$ cat src/rtl/ahb_decoder_mux.sv
// AHB-Lite address decoder, slave response multiplexer and built-in default slave.
// Define AHB_DECODER_ERRLOG_EN to add a sticky log of unmapped-access errors (ERR_VALID/ERR_ADDR/ERR_CLR).
module ahb_decoder_mux #(
  parameter int                             NUM_SLAVES = 3,
  parameter int                             SEL_BITS   = 4,
  parameter logic [NUM_SLAVES*SEL_BITS-1:0] BASE_ADDRS = {4'd3, 4'd2, 4'd1},
  parameter int                             DATA_WIDTH = 32
) (
  input  logic                             HCLK,
  input  logic                             HRESET,
  input  logic [31:0]                      HADDR,
  input  logic [1:0]                       HTRANS,
  output logic [NUM_SLAVES-1:0]            HSEL,
  output logic                             HSEL_DF,
  input  logic [NUM_SLAVES*DATA_WIDTH-1:0] HRDATA_S,
  input  logic [NUM_SLAVES-1:0]            HREADYOUT_S,
  input  logic [NUM_SLAVES-1:0]            HRESP_S,
  output logic [DATA_WIDTH-1:0]            HRDATA,
  output logic                             HREADY,
  output logic                             HRESP
`ifdef AHB_DECODER_ERRLOG_EN
  ,
  input  logic                             ERR_CLR,
  output logic                             ERR_VALID,
  output logic [31:0]                      ERR_ADDR
`endif
);

  localparam int               IDX_W  = $clog2(NUM_SLAVES + 1);
  localparam logic [IDX_W-1:0] DF_IDX = IDX_W'(NUM_SLAVES);

  typedef enum logic [1:0] {DF_OK, DF_ERR1, DF_ERR2} df_state_t;

  df_state_t           state, state_next;
  logic [SEL_BITS-1:0] region;
  logic [IDX_W-1:0]    dec_idx;
  logic [IDX_W-1:0]    dsel;
  logic                dsel_active;
  logic                err_entry;
  logic                df_ready;
  logic                df_resp;
  logic                unused_bits;

  assign region      = HADDR[31 -: SEL_BITS];
  assign unused_bits = ^{HTRANS[0], HADDR[31-SEL_BITS:0]};

  // Address phase: descending scan so the lowest matching index wins
  always_comb begin
    HSEL    = '0;
    dec_idx = DF_IDX;
    for (int i = NUM_SLAVES - 1; i >= 0; i--) begin
      if (region == BASE_ADDRS[i*SEL_BITS +: SEL_BITS]) begin
        HSEL    = '0;
        HSEL[i] = 1'b1;
        dec_idx = IDX_W'(i);
      end
    end
  end

  assign HSEL_DF = ~|HSEL;

  // Data phase: select register advances only when the bus is ready
  always_ff @(posedge HCLK) begin
    if (HRESET) begin
      state       <= DF_OK;
      dsel        <= DF_IDX;
      dsel_active <= 1'b0;
    end else begin
      state <= state_next;
      if (HREADY) begin
        dsel        <= dec_idx;
        dsel_active <= HTRANS[1];
      end
    end
  end

  always_comb begin
    state_next = state;
    err_entry  = HREADY & HSEL_DF & HTRANS[1];
    case (state)
      DF_OK:   if (err_entry) state_next = DF_ERR1;
      DF_ERR1: state_next = DF_ERR2;
      DF_ERR2: state_next = err_entry ? DF_ERR1 : DF_OK;
      default: state_next = DF_OK;
    endcase
  end

  // Error states only ever follow an active unmapped transfer, so dsel_active is high there
  assign df_ready = (state != DF_ERR1);
  assign df_resp  = dsel_active & (state != DF_OK);

  always_comb begin
    HRDATA = '0;
    HREADY = df_ready;
    HRESP  = df_resp;
    for (int i = 0; i < NUM_SLAVES; i++) begin
      if (dsel == IDX_W'(i)) begin
        HRDATA = HRDATA_S[i*DATA_WIDTH +: DATA_WIDTH];
        HREADY = HREADYOUT_S[i];
        HRESP  = HRESP_S[i];
      end
    end
  end

`ifdef AHB_DECODER_ERRLOG_EN
  // A new error outranks a simultaneous clear
  always_ff @(posedge HCLK) begin
    if (HRESET) begin
      ERR_VALID <= 1'b0;
      ERR_ADDR  <= '0;
    end else if (state_next == DF_ERR1) begin
      ERR_VALID <= 1'b1;
      ERR_ADDR  <= HADDR;
    end else if (ERR_CLR) begin
      ERR_VALID <= 1'b0;
    end
  end
`endif

endmodule

$ cat config.mk
export PLATFORM = sky130hd
export DESIGN_NAME = ahb_decoder_mux
export DESIGN_NICKNAME = d
export VERILOG_FILES = /design/src/rtl/ahb_decoder_mux.sv
export SDC_FILE = /design/constraint.sdc
export NUM_CORES = 1
export LEC_CHECK = 0
export BUFFER_PORTS_ARGS = -buffer_cell sky130_fd_sc_hd__buf_2
export CORE_AREA = 2 2 69 71
export CTS_CLUSTER_SIZE = 8
export DETAILED_ROUTE_END_ITERATION = 7
export DIE_AREA = 0 0 71 73
export GPL_TIMING_DRIVEN = 0
export HOLD_SLACK_MARGIN = 0.12
export PLACE_DENSITY = 0.7
export SYNTH_ARGS = -nofsm -noshare
export SYNTH_HDL_FRONTEND = slang
export SYNTH_SLANG_ARGS = --single-unit
$ cat constraint.sdc
create_clock -name HCLK -period 1.83 [get_ports HCLK]
set_input_delay 0.183 -clock HCLK [delete_from_list [all_inputs] [get_ports HCLK]]
set_output_delay 0.183 -clock HCLK [all_outputs]
set_load 0.02 [all_outputs]
==> reports/metrics.yaml <==
finish:
  areaGrowthSynthToFinish_pct: 83.6
  finish.utilization_pct: 41.0
  nets: 434
  layout-drive-gt1-share_pct: 54.9
routing:
  ant_nets: 0
  viasPerCell: 4.56
  num_vias: 1595
  wire_per_inst_um: 12.2
  routed_wl_um: 4260
  drc: 0
  dr.pass1.iters: 4
  drtIter0Drc: 22
logic_synthesis:
  synth-seq-cells: 5
  async_flop_share_pct: 0
  synth_cell_type_count: 30
  synthCells: 145
  synth_area_mm2: 0.00101
  ys_warn_count: 0
  syn_nets: 283
  synth_edf_count: 0
  ys_seq_area_share_pct: 9.89
  synth_flop_cell: "dfxtp_1"
  avgSynthCellArea_um2: 6.98
placement:
  gp_congestion: 0.752
  dp_hpwl_um: 3500
  port_buffers: 146
  place_ws_ns: 0.372
die:
  row_count: 25
  die_area_mm2: 0.00518
  io_pins: 176
  die_x_um: 71
  initial_core_util_pct: 22.3
  die_height_um: 73
  core_area_mm2: 0.00454
pwr:
  power.total_mw: 0.719
  p_per_area_mw_per_mm2: 387
  p_leak_nw: 1.21
  ir_drop_v: 0.000428
critical_path:
  critPathMaxFanout: 10
  startpoint_type: "flop"
  crit_type: "flop to output pin"
  worstPathRequired_ns: 1.65
  critPathArrivalTime_ns: 1.52
  cp-end-kind: "output pin"
sta:
  setup_ws_ns: 0.127
  fin_crit_ns: 1.70
  fmax_ghz: 0.587
  whs_ns: 0.203
  tightest_slew_ns: 0.443
  fin_skew_ns: 0.000928
  hold_viol: 0
  final-setup-viol-count: 0
  finalCritPeriodShare_pct: 93.1
  final_max_slew_viol_count: 0
  setup_tns_ns: 0
  rsz0062_at_grt: "false"
  max-slew-margin-rel_pct: 70.5
clock_network:
  cts_sinks: 5
  cts_tree: "yes"
  cts-resized-gates: 0
  cts_setup_buffers: 0
  clk_path_buf_depth: 2
  postCtsHoldBufs: 0
  clkTransAtPathRegs_ns: 0.04
  numCtsBuffers: 3
  htreeDepth: 1
  clk_latency_ns: 0.23
  clockRootBuffer: "clkbuf_8"
flow_run:
  cap_viol_max_count: 0
global_route:
  track_usage_pct: 15.7
  grt_pass1_wl_um: 6570
  grt_pass1_vias: 1476
  overflow: 0
  antenna_found_initial: 3
  grt_max_degree: 11
hold_path:
  min_path_type: "input port to flop"
run_status:
  status: "complete, no violations"
synthesized netlist by cell type (all sizes together) (2+ instances only):
cell     n  area (um^2)
mux2i   33          330
a21oi    2         10.0
dfxtp    5          100
buf      9         77.6
nand2b   2         12.5
and3     2         13.8
nand2   33          124
nor2     4         15.0
o21ai   35          175
nor3b    2         15.0
clkbuf   3         11.3
cell families (layout without fill, tap and decap cells):
logic type      Yosys count  in the layout  synth area share, %
simple gates             50             50                 23.2
xor+xnor                  1              1                0.865
flops                     5              5                 9.89
mux                      34             34                 34.1
buf+inv                  13            163                 9.15
other cells               0              1                    0
compound gates           42             42                 22.7
cell usage in the layout, fill, tap and decap left out, types with 2 or more instances in the layout:
master	instances
buf_2	151
buf_6	2
o21ai_1	27
nor2_1	4
mux2i_1	33
nor3b_1	2
a21oi_1	2
nand2b_1	2
dfxtp_1	5
buf_8	2
clkbuf_8	3
o21ai_0	8
nand2_1	33
clkbuf_1	4
through the flow:
stage          cells  instance area (um^2)
5_1_grt          350                  1860
6_report         350                  1860
3_3_place_gp     345                  1810
3_5_place_dp     345                  1810
4_1_cts          349                  1860
2_1_floorplan    145                  1010
worst max-delay path: stages (launching register included):
cell,delay [ns]
dfxtp_1,0.42
buf_6,0.22
buf_8,0.17
mux2i_1,0.24
o21ai_1,0.08
buf_2,0.17
routing by layer:
layer | GRT usage (%) | up-vias | wire [um]
li1 | - | 819 | -
met1 | 18.3 | 674 | 1760
met2 | 26.6 | 94 | 1920
met3 | 5.39 | 6 | 516
met4 | 6.08 | 2 | 54
met5 | 0 | - | 7
cell type report:
type	instances	area [um^2]
Antenna cell	1	2.50
Buffer	12	88.8
Timing Repair Buffer	146	731
Fill cell	473	2680
Tap cell	54	67.6
Clock buffer	4	45.0
Sequential cell	5	100
Inverter	1	3.75
Multi-Input combinational cell	127	820
flip-flops by register name (all words and copies together) (netlist names):
name         flops
dsel             2
dsel_active      1
state            2
power by group:
group / total (mW) / switching (mW) / internal (mW)
sequential: 0.122 / 0.00545 / 0.117
combinational: 0.386 / 0.196 / 0.190
clock: 0.211 / 0.0606 / 0.150
path summary, 6_finish.rpt:
path | start | slack (ns) | to | cells past startpoint
worst min-delay path | HRESET | 0.20 | state[1] | 2
worst max register to register | dsel[0] | 0.65 | dsel[1] | 4
worst min register to register | state[1] | 0.45 | state[1] | 1
worst max-delay path | dsel[1] | 0.13 | HRDATA[14] | 5
Note: power is estimated with default switching activity, not from simulation.
